==> config.mk <==
export PLATFORM = sky130hd
export DESIGN_NAME = pipelined_operand_mux_flat
export DESIGN_NICKNAME = d
export VERILOG_FILES = /design/src/rtl/pipelined_operand_mux_if.sv /design/src/rtl/pipelined_operand_mux.sv /design/src/flat_wrapper.sv
export SDC_FILE = /design/constraint.sdc
export NUM_CORES = 1
export LEC_CHECK = 0
export CORE_UTILIZATION = 38
export CTS_BUF_LIST = sky130_fd_sc_hd__clkbuf_8
export DETAILED_ROUTE_END_ITERATION = 7
export PLACE_DENSITY = 0.8
export SLEW_MARGIN = 10
export SYNTH_ARGS = -nofsm -noshare
export SYNTH_HDL_FRONTEND = slang
export SYNTH_SLANG_ARGS = --single-unit
==> constraint.sdc <==
create_clock -name clk -period 1.4 [get_ports clk]
set_input_delay 0.35 -clock clk [delete_from_list [all_inputs] [get_ports clk]]
set_output_delay 0.35 -clock clk [all_outputs]
set_load 0.05 [all_outputs]
==> src/rtl/pipelined_operand_mux_if.sv <==
// pipelined_operand_mux_if: request/response bus of the pipelined operand mux.
// The master drives requests and consumes operands; the mux sits on the slave side.
interface pipelined_operand_mux_if #(
    parameter int NBits   = 32,
    parameter int NInputs = 4,
    parameter int SelBits = 2
);
    logic                       Flush;
    logic                       In_Valid;
    logic                       In_Ready;
    logic [SelBits-1:0]         Selector;
    logic [NInputs*NBits-1:0]   MUX_Data;
    logic                       Out_Valid;
    logic                       Out_Ready;
    logic [NBits-1:0]           MUX_Output;
    logic                       Sel_Error;

    modport master (
        output Flush, In_Valid, Selector, MUX_Data, Out_Ready,
        input  In_Ready, Out_Valid, MUX_Output, Sel_Error
    );
    modport slave (
        input  Flush, In_Valid, Selector, MUX_Data, Out_Ready,
        output In_Ready, Out_Valid, MUX_Output, Sel_Error
    );
endinterface

==> src/rtl/pipelined_operand_mux.sv <==
// pipelined_operand_mux: N-input operand select into a registered main/skid pair.
// In_Ready comes straight from the skid-valid register, so it never depends on Out_Ready.
module pipelined_operand_mux #(
    parameter int NBits   = 32,
    parameter int NInputs = 4,
    parameter int SelBits = 2
) (
    input logic clk,
    input logic reset,
    pipelined_operand_mux_if.slave bus
);
    logic             main_valid_q, main_valid_d, skid_valid_q, skid_valid_d;
    logic             sel_err_q, sel_err_d, sel_ok, accept;
    logic [NBits-1:0] main_data_q, main_data_d, skid_data_q, skid_data_d, sel_word;

    always_comb begin
        sel_word = '0;
        sel_ok   = 1'b0;
        for (int k = 0; k < NInputs; k++) begin
            if (int'(bus.Selector) == k) begin
                sel_word = bus.MUX_Data[k*NBits +: NBits];
                sel_ok   = 1'b1;
            end
        end
    end

    assign accept = bus.In_Valid && !skid_valid_q;

    // Priority: flush, load main, load skid, promote skid, drain main.
    always_comb begin
        main_valid_d = main_valid_q;
        main_data_d  = main_data_q;
        skid_valid_d = skid_valid_q;
        skid_data_d  = skid_data_q;
        if (bus.Flush) begin
            main_valid_d = 1'b0;
            main_data_d  = '0;
            skid_valid_d = 1'b0;
            skid_data_d  = '0;
        end else if (accept && (!main_valid_q || bus.Out_Ready)) begin
            main_valid_d = 1'b1;
            main_data_d  = sel_word;
        end else if (accept) begin
            skid_valid_d = 1'b1;
            skid_data_d  = sel_word;
        end else if (bus.Out_Ready && skid_valid_q) begin
            main_data_d  = skid_data_q;
            skid_valid_d = 1'b0;
        end else if (bus.Out_Ready && main_valid_q) begin
            main_valid_d = 1'b0;
        end
        sel_err_d = sel_err_q || (accept && !sel_ok && !bus.Flush);
    end

    always_ff @(posedge clk or negedge reset) begin
        if (!reset) begin
            main_valid_q <= 1'b0;
            main_data_q  <= '0;
            skid_valid_q <= 1'b0;
            skid_data_q  <= '0;
            sel_err_q    <= 1'b0;
        end else begin
            main_valid_q <= main_valid_d;
            main_data_q  <= main_data_d;
            skid_valid_q <= skid_valid_d;
            skid_data_q  <= skid_data_d;
            sel_err_q    <= sel_err_d;
        end
    end

    assign bus.In_Ready   = !skid_valid_q;
    assign bus.Out_Valid  = main_valid_q;
    assign bus.MUX_Output = main_data_q;
    assign bus.Sel_Error  = sel_err_q;
endmodule

==> src/flat_wrapper.sv <==
// flat-port wrapper written by rule: the top's interface ports become plain ports
module pipelined_operand_mux_flat 
#(
    parameter int NBits   = 32,
    parameter int NInputs = 4,
    parameter int SelBits = 2
)
  (clk, reset, bus_Flush, bus_In_Valid, bus_Selector, bus_MUX_Data, bus_Out_Ready, bus_In_Ready, bus_Out_Valid, bus_MUX_Output, bus_Sel_Error);
  pipelined_operand_mux_if #(.NBits(NBits), .NInputs(NInputs), .SelBits(SelBits)) bus_i ();
  input logic clk;
  input logic reset;
  input wire logic [$bits(bus_i.Flush)-1:0] bus_Flush;
  input wire logic [$bits(bus_i.In_Valid)-1:0] bus_In_Valid;
  input wire logic [$bits(bus_i.Selector)-1:0] bus_Selector;
  input wire logic [$bits(bus_i.MUX_Data)-1:0] bus_MUX_Data;
  input wire logic [$bits(bus_i.Out_Ready)-1:0] bus_Out_Ready;
  output wire logic [$bits(bus_i.In_Ready)-1:0] bus_In_Ready;
  output wire logic [$bits(bus_i.Out_Valid)-1:0] bus_Out_Valid;
  output wire logic [$bits(bus_i.MUX_Output)-1:0] bus_MUX_Output;
  output wire logic [$bits(bus_i.Sel_Error)-1:0] bus_Sel_Error;
  assign bus_i.Flush = bus_Flush;
  assign bus_i.In_Valid = bus_In_Valid;
  assign bus_i.Selector = bus_Selector;
  assign bus_i.MUX_Data = bus_MUX_Data;
  assign bus_i.Out_Ready = bus_Out_Ready;
  assign bus_In_Ready = bus_i.In_Ready;
  assign bus_Out_Valid = bus_i.Out_Valid;
  assign bus_MUX_Output = bus_i.MUX_Output;
  assign bus_Sel_Error = bus_i.Sel_Error;
  pipelined_operand_mux #(.NBits(NBits), .NInputs(NInputs), .SelBits(SelBits)) u_core (.clk(clk), .reset(reset), .bus(bus_i));
endmodule
==> results.ini <==
[route]
vias=3274
detail-route-antenna-nets=0
1st_pass_router_iterations=6
drt-total-wl_mm=11.9
detail_route.drc_violations=12
drtIter0Drc=185
detail_route.wl_per_cell_um=21.1
detail_route.vias_per_cell=5.82

[clocking]
tritoncts=built
worst_skew_late_latency_ns=0.34
cts_num_sinks=67
clock_path_buffers=2
clk_pin_slew_worst_paths_ns=0.08
cts.htree.levels=3
numCtsBuffers=9
clock_tree.root_cell=clkbuf_8

[layout]
multi_input_comb_area_mm2=0.00177
layout-drive-gt1-share_pct=32.7
antennaDiodeCount=0
fillers=593
areaGrowthSynthToFinish_pct=81.2
final-seq-area_mm2=0.00168
nets=585
final_design_area_no_fill_mm2=0.00640
final_core_utilization_pct=72.4
final_cells=563

[sta]
setup-violations-final=49
worst_slack_ns=-0.149
worst_slew_pin_slew_ns=0.355
setup_repair_after_global_routing_missed_its_margin=true
slew_headroom_pct=76.3
finalCritPeriodShare_pct=111
maxClockFrequency_ghz=0.646
period_minus_slack_ns=1.55
clock-skew-final_ns=0.0111
slew_violations=0
finalHoldViolCount=0

[worst_setup_path]
worst_path_slowest_cell=dfrtp_1
worst_r2r_path_depth=6
endpoint_kind=flop
critPathRequiredTime_ns=1.68
cp_max_fo=8
startpoint_type_of_the_worst_setup_path=flop
cp_slowest_stage_delay_ns=0.41
worstPathCellList=buf_6 > or3_4 > o31ai_4 > buf_12 > clkbuf_16 > a221o_1
worst-endpoint-arrival_ns=1.83
criticalPathCategory=reg2reg

[floorplanning]
placementRows=34
die_height_um=98.4
die-area_mm2=0.00969
floorplan.core_area_mm2=0.00885
floorplan.initialDensity_pct=39.9
io_pins=170
die_width_um=98.4

[power_and_ir_drop]
share_clk_of_total_power_pct=28.9
powerDensity_mw_per_mm2=855
comb_power_share_pct=31.9
cell_internal_pwr_mw=3.87
p_sw_share_pct=29.3
power.switching_mw=1.60
ir_drop_uv=469
sequential_fraction_of_design_power_pct=39.2
cellLeakagePower_nw=2.75

[yosys]
synth-warning-count=0
synth_area_mm2=0.00353
dominantRegCellSynth=dfrtp_1
main_combinational_cell_family_by_area_after_synthesis=multiplexers
postSynth.asyncResetShare_pct=100
area_fraction_in_compound_gates_after_synthesis_pct=18.2
post_synth_and_or_nand_nor_area_fraction_pct=8.96
synth_xor_xnor_area_share_pct=0
count_of_flip_flops_with_a_built_in_enable_after_synthesis=0
postSynthRegisterBits=67
synth-adder-area-share_pct=0
postSynthCellCount=248
seq_area_frac_synth_pct=47.4
syn_avg_cell_area_um2=14.3
count_of_cell_types_in_the_netlist=28
synthMuxAreaShare_pct=20.7
synthesized_net_count=383

[placement]
dp_worst_setup_slack_ns=-0.849
gp_congestion=0.783
dpl_cell_area_mm2=0.00586
dpl.hpwl_mm=7.94
numPortBuffers=169
numPlacedInstances=527

[run_status]
violated_checks=DRC, setup timing
outcome=complete, but fails checks

[global_routing]
grt_antenna_before_repair=0
grt_overflow=0
first_global_vias=3659
grt.total_usage_pct=24.8
grt_max_degree=33
grt_first_pass_wirelength_mm=18.5

[hold_path]
hold_depth=0
worst_hold_path_type=reg2reg

[run]
timing.max_cap.violations=0

worst max-delay path: cells and delay by family, from the launching register on:
| kind | cells | cell delay, ns |
|---|---|---|
| AO/OA/AOI/OAI | 2 | 0.21 |
| buffers and inverters | 3 | 0.48 |
| flip-flops | 1 | 0.41 |
| AND/OR/NAND/NOR | 1 | 0.37 |
synthesized netlist by cell type, drive strengths merged, types with 3 or more instances:
cell type / instances / area (um^2)
dfrtp: 67 / 1680
inv: 3 / 11.3
buf: 22 / 141
and3: 4 / 25.0
nor3: 11 / 71.3
and2: 27 / 169
a22o: 32 / 282
mux4: 32 / 732
a221o: 28 / 280
clkbuf: 4 / 15.0
a221oi: 4 / 35.0
area by class of cell:
class	instances	area share, %
timing repair buffer	216	40.9
sequential	67	26.2
inverter	3	0.176
clock buffer	9	1.93
tap	108	2.11
clock inverter	7	1.07
multi-input combinational	153	27.6
final timing paths:
check                                                start                                    to  slack [ns]
max                        u_core.skid_valid_q$_DFFE_PN0P_  u_core.bus.MUX_Output[0]$_DFFE_PN0P_       -0.15
min                         u_core.bus.Sel_Error$_DFF_PN0_        u_core.bus.Sel_Error$_DFF_PN0_        0.44
max reg2reg                u_core.skid_valid_q$_DFFE_PN0P_  u_core.bus.MUX_Output[0]$_DFFE_PN0P_       -0.15
min reg2reg                 u_core.bus.Sel_Error$_DFF_PN0_        u_core.bus.Sel_Error$_DFF_PN0_        0.44
max in group asynchronous                            reset      u_core.bus.Out_Valid$_DFFE_PN0P_        0.45
min in group asynchronous                            reset        u_core.bus.Sel_Error$_DFF_PN0_        0.45
layer usage:
metal,part of all wire (%),global-route usage (%),routed length (um),vias up
met5,0,0,0,-
met4,2.1,6.77,249,0
met3,7.4,7.16,875,19
met2,53,44.9,6290,155
met1,38,28.8,4470,1685
li1,-,-,-,1415
repair_timing:
action                                  in CTS  in global routing
cloned                                       4                  2
pin swaps                                   13                 10
resized for setup                           30                 11
endpoints found under the setup margin      66                 66
endpoints found under the hold margin       11                  0
hold buffers                                 1                  0
buffers inserted                            12                  2
cells in the final DEF, fill, tap and decap left out, types with 2 or more instances in the layout:
cell,count
buf_16,2
nand2_1,2
buf_12,44
clkdlybuf4s50_1,128
dlygate4sd2_1,2
dfrtp_1,66
mux4_2,32
clkbuf_8,9
nor3_2,3
clkinvlp_4,2
clkinv_2,3
a22o_1,31
inv_1,2
buf_6,10
buf_4,22
a221o_1,28
and2_1,27
clkbuf_16,2
and3_1,4
nor3_1,6
nor3_4,3
a221oi_1,4
sequential cells by signal, summed over array words and instances (netlist names):
signal                 count
u_core.bus.MUX_Output     32
u_core.bus.Sel_Error       1
u_core.bus.Out_Valid       1
u_core.skid_valid_q        1
u_core.skid_data_q        32
power by group through the flow:
stage,Combinational [mW],Clock (mW),Sequential [mW]
floorplan,0.459,0,2.40
global placement,1.58,0,2.18
detailed placement,1.61,0,2.18
CTS,1.72,1.62,2.14
global route,1.82,1.70,2.16
finish,1.75,1.58,2.14
kinds of logic after synthesis:
| kind of cell | Yosys count |
|---|---|
| buf+inv | 29 |
| compound gates | 69 |
| flops | 67 |
| mux | 32 |
| simple gates | 51 |
through the flow:
stage / hold slack (ns) / power (mW) / setup TNS [ns]
final: 0.440 / 5.47 / -4.30
after global routing: 0.467 / 5.68 / -6.73
after CTS: 0.449 / 5.48 / -4.03
after detailed placement: 0.275 / 3.79 / -40.15
after global placement: 0.272 / 3.75 / -39.74
after floorplan: 0.0544 / 2.86 / -3.50
Power figures use the tool's default switching activity.
